--- config.mk ---
export PLATFORM = sky130hd
export DESIGN_NAME = block_move_writer
export DESIGN_NICKNAME = d
export VERILOG_FILES = /design/src/rtl/block_move_writer_pkg.sv /design/src/rtl/block_move_writer_rect_overlap.sv /design/src/rtl/block_move_writer.sv
export SDC_FILE = /design/constraint.sdc
export NUM_CORES = 1
export LEC_CHECK = 0
export CORE_ASPECT_RATIO = 0.8
export CORE_MARGIN = 3
export CORE_UTILIZATION = 56
export DETAILED_ROUTE_END_ITERATION = 7
export PLACE_DENSITY_LB_ADDON = 0.25
export SLEW_MARGIN = 5
export SYNTH_ARGS = -nofsm -noshare
export SYNTH_HDL_FRONTEND = slang
export SYNTH_HIERARCHICAL = 1
export SYNTH_SLANG_ARGS = --single-unit
--- constraint.sdc ---
create_clock -name clk -period 5 [get_ports clk]
set_input_delay 1 -clock clk [delete_from_list [all_inputs] [get_ports clk]]
set_output_delay 1 -clock clk [all_outputs]
set_load 0.05 [all_outputs]
--- src/rtl/block_move_writer_pkg.sv ---
// block_move_writer_pkg: record layout, status codes, FSM states and board geometry defaults
package block_move_writer_pkg;
    localparam int NUM_BLOCKS_DEF = 16;
    localparam int STEP_DEF       = 11;
    localparam int BLK_LEN_DEF    = 11;
    localparam int BLK_W_DEF      = 4;
    localparam int GRID_X0_DEF    = 49;
    localparam int GRID_X1_DEF    = 115;
    localparam int GRID_Y0_DEF    = 49;
    localparam int GRID_Y1_DEF    = 115;

    localparam logic [2:0] EMPTY_COLOUR = 3'd0;

    typedef enum logic [1:0] {
        STATUS_MOVED   = 2'b00,
        STATUS_EDGE    = 2'b01,
        STATUS_COLLIDE = 2'b10,
        STATUS_EMPTY   = 2'b11
    } status_t;

    typedef struct packed {
        logic       pad;
        logic [2:0] colour;
        logic       orient;
        logic [6:0] y;
        logic [7:0] x;
    } record_t;

    typedef enum logic [2:0] {
        IDLE, ARB, RD_SELF, LAT_SELF, SCAN_RD, SCAN_CHK, WRITE, DONE
    } state_t;
endpackage

--- src/rtl/block_move_writer_rect_overlap.sv ---
// block_move_writer_rect_overlap: strict overlap test between two block footprints
module block_move_writer_rect_overlap
    import block_move_writer_pkg::*;
#(
    parameter int BLK_LEN = BLK_LEN_DEF,
    parameter int BLK_W   = BLK_W_DEF
) (
    input  logic [8:0] ax,
    input  logic [8:0] ay,
    input  logic       a_orient,
    input  logic [8:0] bx,
    input  logic [8:0] by,
    input  logic       b_orient,
    output logic       overlap
);
    localparam logic [8:0] L = 9'(BLK_LEN);
    localparam logic [8:0] W = 9'(BLK_W);

    logic [8:0] aw, ah, bw, bh;

    assign aw = a_orient ? W : L;
    assign ah = a_orient ? L : W;
    assign bw = b_orient ? W : L;
    assign bh = b_orient ? L : W;
    assign overlap = ax < bx + bw && bx < ax + aw && ay < by + bh && by < ay + ah;
endmodule

--- src/rtl/block_move_writer.sv ---
// block_move_writer: bounds- and collision-checked move of one block record in the shared RAM
module block_move_writer
    import block_move_writer_pkg::*;
#(
    parameter int NUM_BLOCKS = NUM_BLOCKS_DEF,
    parameter int STEP       = STEP_DEF,
    parameter int BLK_LEN    = BLK_LEN_DEF,
    parameter int BLK_W      = BLK_W_DEF,
    parameter int GRID_X0    = GRID_X0_DEF,
    parameter int GRID_X1    = GRID_X1_DEF,
    parameter int GRID_Y0    = GRID_Y0_DEF,
    parameter int GRID_Y1    = GRID_Y1_DEF
) (
    input  logic        clk,
    input  logic        reset,
    input  logic        req_valid,
    output logic        req_ready,
    input  logic [3:0]  req_index,
    input  logic        req_dir,
    output logic        done,
    output logic [1:0]  done_status,
    output logic        mem_req,
    input  logic        mem_gnt,
    output logic [4:0]  mem_address,
    output logic [19:0] mem_data,
    output logic        mem_wren,
    input  logic [19:0] mem_q
);
    localparam logic [8:0] STEP9 = 9'(STEP);
    localparam logic [8:0] LEN9  = 9'(BLK_LEN);
    localparam logic [8:0] X0    = 9'(GRID_X0);
    localparam logic [8:0] X1    = 9'(GRID_X1);
    localparam logic [8:0] Y0    = 9'(GRID_Y0);
    localparam logic [8:0] Y1    = 9'(GRID_Y1);
    localparam logic [4:0] LAST  = 5'(NUM_BLOCKS - 1);

    state_t     state, state_nx;
    status_t    status_q, status_nx;
    record_t    rec, moved_q, moved_nx;
    logic [3:0] index;
    logic       dir;
    logic [4:0] scan_addr, scan_nx;
    logic [8:0] pos, cand, lo, hi;
    logic       in_bounds, slot_bad, skip, hit, unused_pad;

    assign rec        = record_t'(mem_q);
    assign unused_pad = rec.pad;

    // Candidate position along the long axis, 9-bit so a borrow below zero is detectable
    assign pos       = rec.orient ? {2'b0, rec.y} : {1'b0, rec.x};
    assign cand      = dir ? pos + STEP9 : pos - STEP9;
    assign lo        = rec.orient ? Y0 : X0;
    assign hi        = rec.orient ? Y1 : X1;
    assign in_bounds = (dir || pos >= STEP9) && cand >= lo && cand + LEN9 <= hi;
    assign slot_bad  = rec.colour == EMPTY_COLOUR || {1'b0, index} >= 5'(NUM_BLOCKS);
    assign moved_nx  = '{pad: 1'b0, colour: rec.colour, orient: rec.orient,
                         y: rec.orient ? cand[6:0] : rec.y,
                         x: rec.orient ? rec.x : cand[7:0]};
    assign skip      = scan_addr == {1'b0, index} || rec.colour == EMPTY_COLOUR;

    block_move_writer_rect_overlap #(.BLK_LEN(BLK_LEN), .BLK_W(BLK_W)) u_overlap (
        .ax      ({1'b0, moved_q.x}),
        .ay      ({2'b0, moved_q.y}),
        .a_orient(moved_q.orient),
        .bx      ({1'b0, rec.x}),
        .by      ({2'b0, rec.y}),
        .b_orient(rec.orient),
        .overlap (hit)
    );

    // Next state; losing the grant anywhere between RD_SELF and WRITE restarts from arbitration
    always_comb begin
        state_nx  = state;
        status_nx = status_q;
        scan_nx   = scan_addr;
        case (state)
            IDLE:     state_nx = req_valid ? ARB : IDLE;
            ARB:      state_nx = mem_gnt ? RD_SELF : ARB;
            RD_SELF:  state_nx = mem_gnt ? LAT_SELF : ARB;
            LAT_SELF: begin
                if (!mem_gnt) state_nx = ARB;
                else if (slot_bad) begin
                    state_nx  = DONE;
                    status_nx = STATUS_EMPTY;
                end else if (!in_bounds) begin
                    state_nx  = DONE;
                    status_nx = STATUS_EDGE;
                end else begin
                    state_nx = SCAN_RD;
                    scan_nx  = 5'd0;
                end
            end
            SCAN_RD:  state_nx = mem_gnt ? SCAN_CHK : ARB;
            SCAN_CHK: begin
                if (!mem_gnt) state_nx = ARB;
                else if (!skip && hit) begin
                    state_nx  = DONE;
                    status_nx = STATUS_COLLIDE;
                end else if (scan_addr == LAST) state_nx = WRITE;
                else begin
                    state_nx = SCAN_RD;
                    scan_nx  = scan_addr + 5'd1;
                end
            end
            WRITE: begin
                state_nx  = mem_gnt ? DONE : ARB;
                status_nx = mem_gnt ? STATUS_MOVED : status_q;
            end
            DONE:     state_nx = IDLE;
        endcase
    end

    // State, scan pointer, latched request and the rewritten record
    always_ff @(posedge clk or negedge reset) begin
        if (!reset) begin
            state     <= IDLE;
            status_q  <= STATUS_MOVED;
            scan_addr <= 5'd0;
            index     <= 4'd0;
            dir       <= 1'b0;
            moved_q   <= '0;
        end else begin
            state     <= state_nx;
            status_q  <= status_nx;
            scan_addr <= scan_nx;
            if (state == IDLE && req_valid) begin
                index <= req_index;
                dir   <= req_dir;
            end
            if (state == LAT_SELF) moved_q <= moved_nx;
        end
    end

    assign req_ready   = state == IDLE;
    assign done        = state == DONE;
    assign done_status = status_q;
    assign mem_req     = !(state == IDLE || state == DONE);
    assign mem_address = (state == RD_SELF || state == WRITE) ? {1'b0, index} :
                         state == SCAN_RD ? scan_addr : 5'd0;
    assign mem_wren    = state == WRITE && mem_gnt;
    assign mem_data    = mem_wren ? moved_q : 20'd0;
endmodule

After elaboration in Yosys (flattened, before gate mapping)
Cells that the tools add are included.

cells by class
  magnitude comparators = 7
  bitwise operators = 0
  shifts and indexed selects = 0
  equality and inequality tests = 18
  muxes and demuxes = 37
  multiply operators = 0
  add/subtract/negate cells = 8
  divide/modulo/power cells = 0
  reduce and logical (&&, ||, !) cells = 20

operators with widths
  operator                                                        count
  2-to-1 mux 5 bit                                                8
  2-to-1 mux 2 bit                                                12
  case mux 3 bit (8 select lines)                                 1
  2-to-1 mux 19 bit                                               1
  adder 7 x 9 -> 9 bit                                            2
  adder 8 x 9 -> 9 bit                                            2
  less-than comparator 7 x 9 -> 1 bit                             2
  less-than comparator 8 x 9 -> 1 bit                             2
  2-to-1 mux 4 bit                                                4
  2-to-1 mux 8 bit                                                2
  != test 2 bit, second input constant                            8
  equality test 3 bit, second input constant                      4
  2-to-1 mux 3 bit                                                4
  case mux 5 bit (2 select lines)                                 1
  adder 8 x 4 -> 9 bit, second input constant                     1
  adder 9 x 4 -> 9 bit, second input constant                     1
  >= comparator 9 x 6 -> 1 bit, second input constant             1
  less-or-equal comparator 9 x 7 -> 1 bit, second input constant  1
  2-to-1 mux 9 bit                                                1
  subtractor 8 x 4 -> 9 bit, second input constant                1
  >= comparator 8 x 4 -> 1 bit, second input constant             1
  logical AND 1 bit                                               8
  2-to-1 mux 7 bit                                                1
  AND reduction 7 bit                                             1
  14 further kinds                                                20

storage, ports and cells
  flip-flop bits (word level) = 34
  latch bits = 0
  input bits = 29
  memories kept = 0
  memory bits (read-only) = 0
  logic and storage cells = 99
  RAM bits = 0

Longest topological paths before layout
Gate-level depths: netlist of the first run.

  depth after elaboration = 10
  mapped depth = 19
  gate-level depth less buffers = 19

Modules after synthesis
The synthesis of the first run kept the hierarchy.

modules (own cells, without submodules)
  module                          area an instance (um^2)  cells each  seq. area each (um^2)  instances
  block_move_writer               2712.6                   316         850.8                  1
  block_move_writer_rect_overlap  1483.9                   175         0.0                    1

Least setup slack after synthesis of the first run
No wires, ideal clock.

  path kind = input to register
  from = in mem_q[15]
  to = reg status_q[1], in the netlist done_status[1]
  buffers on the path = 0
  setup slack = 0.486 ns
  arrival = 4.386 ns
  data required time = 4.872 ns
  stages = 19
  cells stage by stage = inv_1 -> ha_1 -> fa_1 -> a21o_1 -> a21oi_1 -> nor2_1 -> xnor2_1 -> ha_1 -> nand4_1 -> nor2_1 -> or4_1 -> nor4_2 -> o311ai_0 -> o21ai_0 -> nand2_1 -> o21ai_0 -> nand2_1 -> a21oi_1 -> mux2_1

on the way
  cells in the longest elaborated chain, start to end = 9
  elaborated cells between the ends (all ways) = 24

ends and longest elaborated chain
  what                                      RTL line                              text
  start, declared                           block_move_writer.sv:27               input logic [19:0] mem_q
  2-to-1 mux 4 bit                          block_move_writer_rect_overlap.sv:23  assign bw = b_orient ? W : L;
  adder 8 x 9 -> 9 bit                      block_move_writer_rect_overlap.sv:25  assign overlap = ax < bx + bw && bx < ax + aw && ay < by + bh && by < ay + ah;
  less-than comparator 8 x 9 -> 1 bit       block_move_writer_rect_overlap.sv:25
  logical AND 1 bit                         block_move_writer_rect_overlap.sv:25
  logical AND 1 bit (*) (2 in series)       block_move_writer_rect_overlap.sv:25
  named net hit                             block_move_writer.sv:44               logic in_bounds, slot_bad, skip, hit, unused_pad;
  logical AND 1 bit (*)                     block_move_writer.sv:96               else if (!skip && hit) begin
  != test 2 bit (no source line) (*)        -
  AND reduction 6 bit (no source line) (*)  -
  end signal, assigned                      block_move_writer.sv:124              status_q <= status_nx;
  end, declared                             block_move_writer.sv:38               status_t status_q, status_nx;

The timed path passes the listed nets; every way through them passes the cells marked *.
A chain may end at the register's enable or synchronous reset.

Final worst setup path of the first run
  from = in mem_q[0]
  to = reg status_q[1], in the netlist done_status[1]

on the way
  cells in the longest elaborated chain, start to end = 8
  elaborated cells between the ends (all ways) = 21

ends and longest elaborated chain
  what                                      RTL line
  adder 8 x 9 -> 9 bit                      block_move_writer_rect_overlap.sv:25
  less-than comparator 8 x 9 -> 1 bit       block_move_writer_rect_overlap.sv:25
  logical AND 1 bit (*) (3 in series)       block_move_writer_rect_overlap.sv:25
  named net hit                             block_move_writer.sv:44
  logical AND 1 bit (*)                     block_move_writer.sv:96
  != test 2 bit (no source line) (*)        -
  AND reduction 6 bit (no source line) (*)  -

Marks and branches as above.

==> reports/metrics.csv, run 1 <==
stage,metric,value,unit
setup_path,"critical path fanouts, max",3,
routing,Starting DRT DRC Count,350,
layout,final instance area,5270,um2
timing,Tmin final,4.79,ns
yosys,syn avg cell area,8.55,um2
floorplan,DIE AREA,8570,um2
yosys,Post-Syn Area,4200,um2
yosys,area share of fa/ha/maj cells after synthesis,0.180,
routing,DRC errors left,0,
timing,Fin. Hold Viols,0,
routing,DR WL/cell,16.7,um
routing,vias per cell,5.91,
clock_tree,CTS Sinks,34,
routing,total number of vias,3998,
placement,IO Port Bufs,57,
timing,RSZ-0062 raised after global routing,no,
timing,setup ws final,0.207,ns
timing,Clock Skew,0.00572,ns
yosys,top post-synthesis cells by area,"dfrtp_1, ha_1, xor2_1",
yosys,largest family of logic cells by synthesized area,simple AND/OR/NAND/NOR gates,
yosys,count of cell types in the netlist,75,
placement,pre-CTS WS,-0.528,ns
yosys,Synth Area in Compound Gates,0.203,
yosys,cell count after synthesis,491,
timing,Worst Tran Pin Value,0.705,ns
layout,Area Growth Syn to Fin,25.6,%
setup_path,CP endpoint kind,flop,
global_routing,vias in the first global route,3830,
floorplan,IO Pins,60,
clock_tree,Num CTS Buffers,5,
yosys,most frequent cells after synthesis,"ha_1, nand2_1, dfrtp_1",
layout,layout cells sized above 1,0.151,
global_routing,total global-route track usage,0.267,
yosys,Post-synth EDFFs,0,
power_and_ir_drop,PwrDens,446,nW/um2
clock_tree,clk_lat worst skew,0.29,ns
power_and_ir_drop,VDD IR-drop max,0.271,mV
global_routing,initial antenna violation count,0,
clock_tree,CTS tree,done,
yosys,simple-gate portion of the synthesized area,0.233,
floorplan,Die Span X,103,um
clock_tree,hold_buf cts,0,
yosys,post-synth top area cell,dfrtp_1,
run,Max-Cap Viols,0,
timing,Max-slew headroom,0.528,
yosys,most common cell in the synthesized netlist,ha_1,
placement,dpl cell area,5100,um2
setup_path,Critical Path RT,5.17,ns
yosys,YS warnings,6,
yosys,ys flop type,dfrtp_1,
yosys,number of synthesized register bits,34,
floorplan,starting density of the core,0.594,
timing,Slew Limit Fails,0,
clock_tree,CTS root buffer,clkbuf_8,
outcome,status,"complete, no violations",
placement,Placed Cells,667,
yosys,share of the synthesized area in the top cell type,0.203,
timing,Final period util,0.959,
yosys,mux share of post-synthesis cell area,0.0456,
yosys,xor/xnor share of the synthesized area,0.0981,
layout,fin cells,676,
clock_tree,clk buf depth,2,
clock_tree,htree depth,2,
routing,final wirelength,11.3,mm
floorplan,Row Count,27,
routing,First-pass DRT Iterations,5,
setup_path,worst path arrival time,4.97,ns
layout,Ant. Diodes,0,
global_routing,global route total overflow,0,
global_routing,largest net degree at the start of global routing,36,
timing,Setup TNS,0,ns
clock_tree,CTS clock-pin slew for the worst setup and hold paths,0.07,ns
power_and_ir_drop,leakage power,2.38,nW
timing,fmax,0.209,GHz
timing,final setup vio count,0,
yosys,sequential-to-total area share from yosys stat,0.203,
setup_path,kind of start point of the critical path,primary input,
setup_path,critical path type,primary input to flop,
floorplan,Die H,83.4,um
layout,Finished Core Util,0.746,
global_routing,global-route wire length before repair,18.5,mm
routing,Post-DRT Antenna Nets,0,
placement,Placer Congestion,0.913,
layout,nets,675,
hold_path,Hold WC Path Type,flop to flop,
floorplan,core area,7060,um2
placement,hpwl dp,9.09,mm
yosys,ys async rst share,1.00,
==> worst paths after layout <==
path / start / end / slack [ns] / cells past startpoint
max: mem_q[0] / done_status[1] / 0.21 / 19
min: moved_q[18] / moved_q[18] / 0.47 / 2
max reg2reg: moved_q[15] / done_status[1] / 0.62 / 19
min reg2reg: moved_q[18] / moved_q[18] / 0.47 / 2
max in group asynchronous: reset / moved_q[1] / 3.57 / 2
min in group asynchronous: reset / done_status[1] / 1.11 / 2
==> logic make-up after synthesis <==
logic type	count (synthesis)
adders and majority gates	58
buffers and inverters	32
DFF	34
other	1
muxes	17
and+or+nand+nor	180
xor gates and xnor gates	44
AOI/OAI and AO/OA	125
==> layer usage <==
metal	up-vias	global-route usage	wire, um	share of wire
met5	-	0	0	0
met4	0	0.0494	131	0.012
met3	15	0.0386	767	0.068
met2	126	0.404	4920	0.44
met1	1894	0.404	5450	0.48
li1	1963	-	-	-
==> worst max-delay path: stages <==
cell,delay [ns]
clkdlybuf4s50_1,0.43
ha_1,0.24
fa_2,0.36
a21o_1,0.20
a21oi_4,0.18
nor2_1,0.09
xnor2_1,0.13
ha_1,0.29
nand4_1,0.13
nor2_1,0.08
or4_4,0.49
nor4_4,0.29
o311ai_2,0.18
o21ai_1,0.17
nand2_1,0.08
o21ai_2,0.09
nand2_2,0.08
a21oi_2,0.14
mux2_4,0.31
==> power by group <==
group	total, W	internal (W)	switching [W]
combinational	0.00155	0.000695	0.000851
sequential	0.000586	0.000391	0.000195
clock	0.000219	0.000111	0.000108
==> per-stage QoR <==
| stage | hold WS (ns) | total power, W |
|---|---|---|
| after floorplan | 0.437 | 0.00165 |
| after global placement | 0.450 | 0.00199 |
| after CTS | 0.480 | 0.00231 |
| after global routing | 0.506 | 0.00256 |
| final | 0.471 | 0.00235 |
| after detailed placement | 0.462 | 0.00208 |
==> cells in the final DEF (no fill, tap or decap), types with 9 or more instances in the layout <==
cell type and count:
a21o_1 10, a21oi_1 26, and2_1 21, buf_4 37
clkdlybuf4s50_1 56, conb_1 15, dfrtp_1 34, ha_1 54
inv_1 14, nand2_1 49, nand3_1 15, nand4_1 9
nor2_1 29, nor2b_1 9, o21ai_0 26, xnor2_1 20
xor2_1 22
==> flip-flops by register name, summed over array words and instances, names as in the netlist <==
name         count
dir              1
index            4
state            3
done_status      2
moved_q         19
scan_addr        5
==> repair_timing <==
item | 4_1_cts | 5_1_grt
gates resized for setup | 5 | 14
setup buffers | 0 | 1
setup endpoints to repair | 6 | 7
pin swaps | 1 | 9
==> layout make-up <==
class	count	area, um2
sequential	34	851
clock inverter	2	12.5
fill	550	1790
inverter	14	52.6
clock buffer	6	82.6
timing repair buffer	94	851
multi-input combinational	439	3310
tap	87	109
(Power assumes the default switching activity.)
==> inputs of run 2 (changes only) <==
--- a/config.mk
+++ b/config.mk
@@ -7,8 +7,10 @@
 export LEC_CHECK = 0
 export CORE_ASPECT_RATIO = 0.8
 export CORE_MARGIN = 3
-export CORE_UTILIZATION = 56
+export CORE_UTILIZATION = 61
+export CTS_BUF_LIST = sky130_fd_sc_hd__clkbuf_16
 export DETAILED_ROUTE_END_ITERATION = 7
+export DONT_BUFFER_PORTS = 1
 export PLACE_DENSITY_LB_ADDON = 0.25
 export SLEW_MARGIN = 5
 export SYNTH_ARGS = -nofsm -noshare
==> run 2 against run 1 <==
Net effect:
- non-clock buffer count fell by 88
- routed wire length down 4.7%
- fmax up 0.62%
- clock power grew 87%
- flip-flop and latch count unchanged
- worst setup slack better by 0.029 ns
- combinational power decreased by 12%
- worst hold slack got worse by 0.064 ns
- global-route usage grew 1.1 points
- sequential share of layout area is 2.8 points higher
- utilization fell by 5.9 points
- via count down 6.4%
- largest cell class unchanged
==> reports/metrics.csv, run 2 (synthesis gave the netlist of run 1 again) <==
stage,metric,value,unit
setup_path,kind of start point of the critical path,primary input,
layout,Area Growth Syn to Fin,7.16,%
routing,met3 WL,933,um
clock_tree,clk_lat worst skew,0.28,ns
timing,Final Hold Slack,0.407,ns
power_and_ir_drop,Switching Share,0.468,
placement,hpwl dp,8.21,mm
layout,Biggest register,moved_q,
clock_tree,setup bufs post-CTS,0,
timing,setup ws final,0.237,ns
routing,First-pass DRT Iterations,5,
power_and_ir_drop,VDD IR-drop max,0.255,mV
layout,nets,587,
power_and_ir_drop,Power Total,0.00239,W
layout,"most common cell after layout, fill and taps aside",ha_1,
routing,DR WL/cell,18.4,um
global_routing,initial antenna violation count,0,
power_and_ir_drop,Psw,0.00112,W
placement,Placer Congestion,0.911,
power_and_ir_drop,Seq pwr share,0.256,
setup_path,critical path type,primary input to flop,
timing,Fin. Hold Viols,0,
timing,fmax,0.210,GHz
layout,layout cells sized above 1,0.0938,
routing,vias per cell,6.40,
floorplan,Row Count,26,
global_routing,largest net degree at the start of global routing,46,
routing,Post-DRT Antenna Nets,0,
timing,RSZ-0062 raised after global routing,no,
clock_tree,CTS tree,done,
global_routing,global-route wire length before repair,17.6,mm
routing,Highest Signal Layer,met4,
clock_tree,Num CTS Buffers,5,
layout,Largest regs,"moved_q x19, scan_addr x5, index x4",
setup_path,worst path arrival time,4.93,ns
layout,max FFs per register,19,
timing,Slew Limit Fails,0,
routing,total number of vias,3742,
setup_path,"critical path fanouts, max",45,
setup_path,CP endpoint kind,flop,
timing,Tmin final,4.76,ns
timing,Clock Skew,0.00483,ns
power_and_ir_drop,clock group share of total power,0.171,
clock_tree,clk buf depth,2,
floorplan,DIE AREA,7920,um2
routing,final wirelength,10.7,mm
routing,Starting DRT DRC Count,256,
run,Max-Cap Viols,0,
floorplan,core area,6540,um2
placement,IO Port Bufs,0,
timing,final setup vio count,0,
global_routing,total global-route track usage,0.278,
outcome,status,"complete, no violations",
global_routing,vias in the first global route,3642,
floorplan,Die H,80.2,um
hold_path,Hold WC Path Type,primary input to async pin,
layout,Ant. Diodes,0,
timing,Worst Tran Pin Value,1.15,ns
routing,Met2 Routed Length,4.68,mm
timing,Final period util,0.953,
placement,Placed Cells,577,
timing,Max-slew headroom,0.232,
layout,most frequent cells in the layout,"ha_1, nand2_1, dfrtp_1, a21oi_1, nor2_1",
routing,M1 WL,4.96,mm
power_and_ir_drop,combinational power share,0.573,
power_and_ir_drop,PwrDens,533,nW/um2
clock_tree,CTS root buffer,clkbuf_16,
routing,DRC errors left,0,
setup_path,Critical Path RT,5.17,ns
floorplan,starting density of the core,0.642,
power_and_ir_drop,internal power,0.00127,W
clock_tree,CTS clock-pin slew for the worst setup and hold paths,0.06,ns
global_routing,global route total overflow,0,
placement,pre-CTS WS,-0.109,ns
power_and_ir_drop,leakage power,2.06,nW
timing,Setup TNS,0,ns
layout,fin cells,585,
floorplan,Die Span X,98.7,um
clock_tree,htree depth,2,
floorplan,IO Pins,60,
clock_tree,CTS Sinks,34,
==> run 2: changes by cell type in the layout (fill, tap and decap cells not counted), moves of 2 or more <==
cell,before,now
clkdlybuf4s50_1,56,0
buf_4,37,6
clkbuf_8,6,0
clkbuf_16,0,5
a21oi_1,26,30
a21oi_2,3,0
bufinv_16,0,2
o21ai_0,26,28
==> run 2: layer usage <==
layer | up-vias | global-route usage
li1 | 1792 | -
met1 | 1765 | 0.384
met2 | 164 | 0.443
met3 | 21 | 0.0599
met4 | 0 | 0.0709
met5 | - | 0
==> run 2: power by group through the flow <==
stage                     Clock (W)  Sequential, W  Combinational, W
after floorplan                   0       0.000521           0.00113
after global placement            0       0.000603           0.00127
after detailed placement          0       0.000612           0.00134
after CTS                  0.000411       0.000609           0.00136
after global routing       0.000424       0.000633           0.00154
final                      0.000409       0.000613           0.00137
==> run 2: timing repair <==
action | in CTS | in global routing
hold buffers | 0 | 0
gates resized for setup | 0 | 1
hold endpoints to repair | 0 | 0
endpoints found under the setup margin | 0 | 1
==> run 2: final timing paths <==
kind	slack (ns)	end	from	depth (start not counted)
min in group clk	0.48	moved_q[16]	moved_q[16]	2
worst min register to register	0.48	moved_q[16]	moved_q[16]	2
worst min-delay path	0.41	done_status[1]	reset	0
worst max register to register	0.50	done_status[1]	moved_q[15]	19
max in group asynchronous	4.51	moved_q[2]	reset	0
worst max-delay path	0.24	done_status[1]	mem_q[15]	20
==> run 2: through the flow <==
step           utilization  cell area, um2
5_1_grt              0.688            4500
3_5_place_dp         0.658            4300
2_1_floorplan            -            4250
6_report             0.688            4500
3_3_place_gp         0.658            4300
4_1_cts              0.688            4500
==> run 2: critical path, stage by stage <==
cell	delay, ns
inv_1	0.04
buf_4	0.16
ha_1	0.28
a21o_1	0.18
a21oi_1	0.24
nor2b_1	0.10
o21bai_1	0.17
xor2_1	0.19
ha_1	0.28
nand3_1	0.12
nand3_1	0.07
or4_1	0.53
nor4_2	0.34
o311ai_1	0.24
o21ai_0	0.26
nand2_1	0.07
o21ai_0	0.10
nand2_1	0.09
a21oi_1	0.14
mux2_1	0.33
==> run 2: final cells by class <==
| class | count | area, um2 |
|---|---|---|
| multi-input combinational | 439 | 3250 |
| sequential | 34 | 851 |
| tap | 84 | 105 |
| fill | 544 | 2040 |
| clock buffer | 5 | 125 |
| inverter | 14 | 52.6 |
| clock inverter | 3 | 68.8 |
| timing repair buffer | 6 | 45.0 |
==> inputs of run 3 (changes only) <==
--- a/config.mk
+++ b/config.mk
@@ -6,7 +6,7 @@
 export NUM_CORES = 1
 export LEC_CHECK = 0
 export CORE_ASPECT_RATIO = 0.8
-export CORE_MARGIN = 3
+export CORE_MARGIN = 2
 export CORE_UTILIZATION = 61
 export CTS_BUF_LIST = sky130_fd_sc_hd__clkbuf_16
 export DETAILED_ROUTE_END_ITERATION = 7
==> run 3 against run 2 <==
Net effect:
- routed wire length down 2.0%
- clock power decreased by 15%
- die area down 4.5%
- flip-flop and latch count stayed put
- cell area fell by 0.39%
- worst hold slack gained 0.0097 ns
- via count unchanged
- critical path depth shrank 1
- critical endpoint unchanged
==> reports/metrics.csv, run 3 (synthesis gave the netlist of run 1 again) <==
stage,metric,value,unit
outcome,status,"complete, no violations",
clock_tree,CTS clock-pin slew for the worst setup and hold paths,0.06,ns
global_routing,vias in the first global route,3557,
layout,Largest regs,"moved_q x19, scan_addr x5, index x4",
layout,Sequential Area,851,um2
clock_tree,hold_buf cts,0,
layout,Biggest register,moved_q,
layout,Ant. Diodes,0,
clock_tree,CTS root buffer,clkbuf_16,
floorplan,Die H,78.2,um
clock_tree,Num CTS Buffers,5,
clock_tree,clk_lat worst skew,0.28,ns
routing,First-pass DRT Iterations,5,
timing,Slew Limit Fails,0,
setup_path,crit-path cells,inv_1 > ha_1 > fa_1 > a21o_1 > a21oi_1 > nor2_1 > xnor2_1 > ha_1 > nand4_1 > nor2_1 > or4_1 > nor4_2 > o311ai_1 > o21ai_0 > nand2_1 > o21ai_0 > nand2_1 > a21oi_1 > mux2_1,
layout,most frequent cells in the layout,"ha_1, nand2_1, dfrtp_1, a21oi_1, nor2_1",
timing,Final Hold Slack,0.417,ns
floorplan,IO Pins,60,
routing,DR WL/cell,17.9,um
clock_tree,CTS Sinks,34,
floorplan,DIE AREA,7560,um2
layout,nets,588,
layout,layout cells sized above 1,0.0956,
timing,final setup vio count,0,
routing,Starting DRT DRC Count,255,
layout,area of the multi-input gates,3250,um2
setup_path,kind of start point of the critical path,primary input,
clock_tree,CTS resizes,0,
timing,Setup TNS,0,ns
routing,total number of vias,3742,
timing,Final period util,0.939,
floorplan,starting density of the core,0.621,
layout,max FFs per register,19,
clock_tree,htree depth,2,
setup_path,Worst path depth,19,
hold_path,Hold WC Path Type,primary input to async pin,
routing,final wirelength,10.5,mm
power_and_ir_drop,Power Total,0.00233,W
setup_path,Worst path max stage delay,0.48,ns
setup_path,"critical path fanouts, max",45,
setup_path,Worst path top cell family by delay,simple AND/OR/NAND/NOR gates,
timing,RSZ-0062 raised after global routing,no,
global_routing,total global-route track usage,0.279,
placement,pre-CTS WS,0.0153,ns
floorplan,Die Span X,96.7,um
global_routing,global route total overflow,0,
power_and_ir_drop,leakage power,2.05,nW
clock_tree,setup bufs post-CTS,0,
setup_path,Critical Path RT,5.16,ns
timing,Clock Skew,0.00480,ns
setup_path,CP endpoint kind,flop,
power_and_ir_drop,PwrDens,520,nW/um2
clock_tree,CTS tree,done,
layout,"most common cell after layout, fill and taps aside",ha_1,
clock_tree,clk buf depth,2,
layout,Filler cells,552,
setup_path,Worst path slowest cell,or4_1,
global_routing,initial antenna violation count,0,
global_routing,GRT busiest layer,met2,
timing,Worst Tran Pin Value,1.08,ns
floorplan,Row Count,27,
routing,Post-DRT Antenna Nets,0,
placement,Placer Congestion,0.920,
global_routing,largest net degree at the start of global routing,46,
setup_path,worst path arrival time,4.85,ns
power_and_ir_drop,VDD IR-drop max,0.369,mV
layout,Area Growth Syn to Fin,6.74,%
timing,Max-slew headroom,0.281,
setup_path,Worst Path Buf+Inv,1,
floorplan,core area,6760,um2
timing,Fin. Hold Viols,0,
timing,fmax,0.213,GHz
global_routing,met2 Resource Use GR,0.440,
placement,hpwl dp,8.12,mm
global_routing,global-route met1 utilization,0.409,
run,Max-Cap Viols,0,
routing,vias per cell,6.35,
global_routing,met3 Resource Use GR,0.0481,
setup_path,critical path type,primary input to flop,
routing,DRC errors left,0,
timing,Tmin final,4.69,ns
placement,IO Port Bufs,0,
global_routing,global-route wire length before repair,17.4,mm
timing,setup ws final,0.305,ns
setup_path,R2R depth,19,
==> run 3: cell type report <==
cell class / instances / area share
multi-input combinational: 439 / 0.725
sequential: 34 / 0.190
clock buffer: 5 / 0.0279
tap: 87 / 0.0243
timing repair buffer: 7 / 0.0117
inverter: 14 / 0.0117
clock inverter: 3 / 0.00894
==> run 3: per-layer routing <==
| layer | vias up | routed length, um | share of wire |
|---|---|---|---|
| met2 | 149 | 4710 | 0.45 |
| met3 | 14 | 883 | 0.084 |
| met4 | 0 | 91 | 0.0087 |
| li1 | 1796 | - | - |
| met1 | 1783 | 4830 | 0.46 |
| met5 | - | 0 | 0 |
==> run 3: stage by stage <==
step	cells	util	instance area, um2
3_5_place_dp	581	0.639	4310
5_1_grt	589	0.663	4480
6_report	589	0.663	4480
4_1_cts	589	0.663	4480
2_1_floorplan	505	-	4250
3_3_place_gp	581	0.639	4310
==> run 3: path summary, 6_finish.rpt <==
path | startpoint | endpoint | slack (ns)
max | mem_q[15] | done_status[1] | 0.31
min | reset | moved_q[10] | 0.42
max reg2reg | moved_q[15] | done_status[1] | 0.51
min reg2reg | moved_q[16] | moved_q[16] | 0.49
max in group asynchronous | reset | moved_q[2] | 4.50
min in group clk | moved_q[16] | moved_q[16] | 0.49
==> run 3: worst register-to-register path, delay by kind of cell (launching register included) <==
| family | cells | cell delay [ns] |
|---|---|---|
| AO/OA/AOI/OAI | 7 | 1.08 |
| XOR/XNOR | 1 | 0.11 |
| adder cells (fa/ha/maj) | 3 | 0.80 |
| buffers and inverters | 1 | 0.20 |
| flip-flops | 1 | 0.40 |
| multiplexers | 1 | 0.33 |
| AND/OR/NAND/NOR | 6 | 1.46 |
==> run 3: report_power, final <==
| part | switching (W) | internal, W |
|---|---|---|
| logic | 0.000780 | 0.000593 |
| clock network | 0.000116 | 0.000233 |
| registers | 0.000217 | 0.000391 |
